File: config.mk
export PLATFORM = sky130hd
export DESIGN_NAME = gpu_vram_arbiter
export DESIGN_NICKNAME = d
export VERILOG_FILES = /design/src/rtl/gpu_vram_arbiter.sv
export SDC_FILE = /design/constraint.sdc
export NUM_CORES = 1
export LEC_CHECK = 0
export ABC_AREA = 1
export CORE_MARGIN = 2
export CORE_UTILIZATION = 53
export DETAILED_ROUTE_END_ITERATION = 8
export GPL_TIMING_DRIVEN = 0
export PLACE_DENSITY = 0.8
export SYNTH_ARGS = -nofsm -noshare
export SYNTH_HDL_FRONTEND = slang
export SYNTH_SLANG_ARGS = --single-unit
File: constraint.sdc
create_clock -name clk -period 2.4 [get_ports clk]
set_clock_uncertainty 0.05 [all_clocks]
set_input_delay 0.24 -clock clk [delete_from_list [all_inputs] [get_ports clk]]
set_output_delay 0.24 -clock clk [all_outputs]
set_load 0.02 [all_outputs]
File: src/rtl/gpu_vram_arbiter.sv
// VRAM port arbiter: GPU pixel fetches always win. CPU writes queue in a small FIFO
// that drains only outside the visible region. Also generates a vblank-start pulse.
module gpu_vram_arbiter #(
    parameter int ADDR_W     = 12,
    parameter int DATA_W     = 8,
    parameter int FIFO_DEPTH = 4,
    localparam int PTR_W     = $clog2(FIFO_DEPTH),
    localparam int CNT_W     = $clog2(FIFO_DEPTH) + 1
) (
    input  logic              clk,
    input  logic              rst,
    input  logic              hvisible,
    input  logic              vvisible,
    input  logic              fetch_req,
    input  logic [ADDR_W-1:0] fetch_addr,
    output logic [DATA_W-1:0] fetch_rdata,
    output logic              fetch_rvalid,
    input  logic              cpu_valid,
    output logic              cpu_ready,
    input  logic [ADDR_W-1:0] cpu_addr,
    input  logic [DATA_W-1:0] cpu_wdata,
    output logic [ADDR_W-1:0] mem_addr,
    output logic              mem_we,
    output logic [DATA_W-1:0] mem_wdata,
    input  logic [DATA_W-1:0] mem_rdata,
    output logic              vblank_start,
    output logic [CNT_W-1:0]  fifo_count
);

    typedef enum logic [1:0] {
        S_ACTIVE = 2'd0,
        S_HBLANK = 2'd1,
        S_VBLANK = 2'd2
    } region_t;

    typedef struct packed {
        logic [ADDR_W-1:0] addr;
        logic [DATA_W-1:0] data;
    } wr_entry_t;

    region_t          state;
    wr_entry_t        fifo_mem [FIFO_DEPTH];
    wr_entry_t        head;
    logic [PTR_W-1:0] wr_ptr;
    logic [PTR_W-1:0] rd_ptr;
    logic [1:0]       rv;
    logic             prev_vv;
    logic             push;
    logic             rd_grant;
    logic             wr_grant;

    // Ready comes from the registered count only, so a pop cannot make room in the same cycle.
    assign cpu_ready    = (fifo_count != CNT_W'(FIFO_DEPTH));
    assign push         = cpu_valid && cpu_ready;
    assign head         = fifo_mem[rd_ptr];
    assign rd_grant     = fetch_req;
    assign wr_grant     = !fetch_req && (state != S_ACTIVE) && (fifo_count != '0);
    assign fetch_rdata  = mem_rdata;
    assign fetch_rvalid = rv[1];

    always_ff @(posedge clk) begin
        if (rst) begin
            state        <= S_VBLANK;
            mem_addr     <= '0;
            mem_we       <= 1'b0;
            mem_wdata    <= '0;
            rv           <= '0;
            prev_vv      <= 1'b0;
            vblank_start <= 1'b0;
            wr_ptr       <= '0;
            rd_ptr       <= '0;
            fifo_count   <= '0;
        end else begin
            // Grant above uses this register's old value, so the region lags the inputs by one cycle.
            if (hvisible && vvisible)
                state <= S_ACTIVE;
            else if (!vvisible)
                state <= S_VBLANK;
            else
                state <= S_HBLANK;

            if (rd_grant) begin
                mem_addr <= fetch_addr;
                mem_we   <= 1'b0;
            end else if (wr_grant) begin
                mem_addr  <= head.addr;
                mem_wdata <= head.data;
                mem_we    <= 1'b1;
            end else begin
                mem_we <= 1'b0;
            end

            rv           <= {rv[0], rd_grant};
            prev_vv      <= vvisible;
            vblank_start <= prev_vv && !vvisible;

            if (push)
                wr_ptr <= wr_ptr + PTR_W'(1);
            if (wr_grant)
                rd_ptr <= rd_ptr + PTR_W'(1);

            case ({push, wr_grant})
                2'b10:   fifo_count <= fifo_count + CNT_W'(1);
                2'b01:   fifo_count <= fifo_count - CNT_W'(1);
                default: fifo_count <= fifo_count;
            endcase
        end
    end

    // Storage needs no reset; the pointers and count define what is valid.
    always_ff @(posedge clk) begin
        if (push)
            fifo_mem[wr_ptr] <= '{addr: cpu_addr, data: cpu_wdata};
    end

endmodule

==> results.sh <==
export IMPL_status="finished clean"
export IMPL_clk_pin_slew_ns=0.05
export IMPL_fin_crit_sh_pct=88.98
export IMPL_path_delay_family="simple AND/OR/NAND/NOR gates"
export IMPL_synth_compound_area_share_pct=6.964
export IMPL_critPathArrivalTime_ns=2.52
export IMPL_cts_tree="done"
export IMPL_slew_violations=0
export IMPL_cp_end_kind="register"
export IMPL_irDropWorstVdd_mv=0.6351
export IMPL_grt_overflow_total=0
export IMPL_synthesis_nets=497
export IMPL_clock_path_buffers=2
export IMPL_synth_area_top_cells="edfxtp_1 51%, dfxtp_1 15%, nand2_1 7.7%"
export IMPL_dp_slack_ns=-0.07884
export IMPL_io_pins=81
export IMPL_internal_power_w=0.004391
export IMPL_place_congestion=0.7191
export IMPL_place_inst=628
export IMPL_crit_cells=13
export IMPL_cts_resized=0
export IMPL_synth_simple_area_share_pct=18.05
export IMPL_die_height_um=98.24
export IMPL_drc=0
export IMPL_yosysUniqueCellTypes=26
export IMPL_ys_seq_area_share_pct=66.35
export IMPL_worst_pin_slew_ns=0.7213
export IMPL_leakage_nw=2.432
export IMPL_antenna_cells=0
export IMPL_synth_top_family_by_area="simple AND/OR/NAND/NOR gates"
export IMPL_syn_inst=445
export IMPL_synth_top_area_share_pct=51.04
export IMPL_dp_hpwl_um=6523
export IMPL_max_slew_margin_pct=51.86
export IMPL_core_area_sq_um=8678
export IMPL_synth_xor_area_share_pct=0.1861
export IMPL_synth_fa_ha_area_share_pct=1.754
export IMPL_stdcell_area_sq_um=6207
export IMPL_cts_root_buf="clkbuf_8"
export IMPL_track_usage_pct=21.90
export IMPL_vias=3462
export IMPL_synth_avg_cell_area_sq_um=10.58
export IMPL_crit_path_top_delay_cell="fa_1"
export IMPL_period_minus_slack_ns=2.135
export IMPL_timing_max_cap_violations=0
export IMPL_hold_path_class="in -> reg"
export IMPL_port_buffers=71
export IMPL_grt_pass1_vias=3308
export IMPL_postLayoutCoreUtil_pct=71.53
export IMPL_ys_ff_latch=116
export IMPL_drive_gt1_share_pct=14.10
export IMPL_max_stage_delay_ns=0.39
export IMPL_power_frac_clock_pct=39.0
export IMPL_critPathRequiredTime_ns=2.79
export IMPL_final_cells=661
export IMPL_power_total_w=0.006095
export IMPL_place_area_sq_um=5623
export IMPL_worst_path_buf_inv=3
export IMPL_synth_warnings=0
export IMPL_rr_worst_depth=13
export IMPL_hold_viol_final=0
export IMPL_rsz0062_at_grt="no"
export IMPL_postCtsSetupBuffers=0
export IMPL_mostFrequentLayoutCells="96 x nand2_1, 80 x edfxtp_1, 71 x clkdlybuf4s50_1, 66 x nor2_1, 36 x dfxtp_1"
export IMPL_nNetsFinal=592
export IMPL_dr_pass1_iters=5
export IMPL_ant_nets=0
export IMPL_worstSetupPathType="reg -> reg"
export IMPL_setup_ws_ns=0.2646
export IMPL_timing_fmax_mhz=468.3
export IMPL_initial_core_util_pct=54.24
export IMPL_drt_initial_drc_count=271
export IMPL_clock_sinks=116
export IMPL_ctsHoldBuffers=1
export IMPL_syn_to_final_growth_pct=31.87
export IMPL_crit_path_cell_trace="inv_2 > nand2_1 > nor2_2 > nor2_4 > buf_6 > ha_1 > inv_1 > fa_1 > nor2_1 > nor2_1 > nand2_1 > o21ai_0 > a21oi_1"
export IMPL_powerDensity_nw_per_um2=982.0
export IMPL_worstSkewPairLatency_ns=0.51
export IMPL_wl_per_cell_um=15.59
export IMPL_swShare_pct=27.96
export IMPL_antenna_found_initial=0
export IMPL_synth_area_sq_um=4707
export IMPL_yosysTopAreaCell="edfxtp_1"
export IMPL_drt_total_wl_um=10310
export IMPL_h_tree_depth=4
export IMPL_dieWidth_um=98.24
export IMPL_die_area_sq_um=9651
export IMPL_seqPwrFrac_pct=39.8
export IMPL_via_per_inst=5.238
export IMPL_mostFrequentLayoutCell="nand2_1"
export IMPL_std_cell_rows=34
export IMPL_numCtsBuffers=17
export IMPL_holdPathStages=2
export IMPL_cp_max_fo=10
export IMPL_finalSetupViolCount=0
export IMPL_grt_pass1_wl_um=16130
export IMPL_muxShareOfSynthArea_pct=0
export IMPL_share_comb_of_total_power_pct=21.2
export IMPL_grt_max_degree=17
export IMPL_p_sw_w=0.001704
export IMPL_critPathLaunchType="register"
[logic make-up after synthesis]
family,after synthesis
adders and majority gates,6
buffers and inverters,55
xor gates and xnor gates,1
and+or+nand+nor,203
AOI/OAI and AO/OA,64
DFF,116
[through the flow]
step	hold slack (ns)	setup TNS, ns
3_5_place_dp	0.3544	-0.09628
5_1_grt	0.2240	0
3_3_place_gp	0.3449	-31.39
4_1_cts	0.2093	0
2_1_floorplan	0.2622	0
6_report	0.2178	0
[synthesized netlist by cell type, drive strengths merged]
master,n
nand3b,10
inv,25
ha,5
dfxtp,36
nand2,99
nand3,22
edfxtp,80
clkbuf,5
o21ai,46
fa,1
buf,25
a21oi,18
xor2,1
nor2,72
[worst paths after layout]
path,end,startpoint,slack (ns)
setup / recovery,fifo_count[2],fifo_count[1],0.26
hold / removal,state[0],hvisible,0.22
setup reg to reg,fifo_count[2],fifo_count[1],0.26
hold reg to reg,rv[1],rv[0],0.36
[sequential cells by signal (all words and copies together) (netlist names), named ones only]
name	flops
vblank_start	1
fifo_count	3
mem_addr	12
state	2
fifo_mem	80
prev_vv	1
wr_ptr	2
rv	2
mem_we	1
mem_wdata	8
rd_ptr	2
[metal layers]
layer  global-route usage (%)  vias up  part of all wire, %
li1                         -     1675                    -
met5                        0        -                    0
met1                    26.35     1618                   39
met4                    10.43        0                  1.8
met3                    5.225       17                  7.6
met2                    37.30      152                   51
[area by class of cell]
type,instances,area [sq um]
Sequential cell,116,3123
Fill cell,588,2471
Multi-Input combinational cell,274,1279
Timing Repair Buffer,76,780.7
Clock buffer,19,441.7
Buffer,30,216.5
Tap cell,108,135.1
Clock inverter,13,132.6
Inverter,25,98.84
[power by group through the flow]
stage                     Combinational (W)  Clock [W]  Sequential [W]
final                               0.00130    0.00238         0.00242
after global routing                0.00141    0.00250         0.00244
after detailed placement            0.00126          0         0.00246
after CTS                           0.00129    0.00240         0.00242
after floorplan                    0.000684          0         0.00255
after global placement              0.00121          0         0.00246
[worst register-to-register path: cells and delay by family, from the launching register on]
kind,cells,cell delay (ns)
adders and majority gates,2,0.56
DFF,1,0.36
AOI/OAI and AO/OA,2,0.20
buffers and inverters,3,0.34
and+or+nand+nor,6,0.56
No activity file was read; power rests on OpenSTA's default activity.
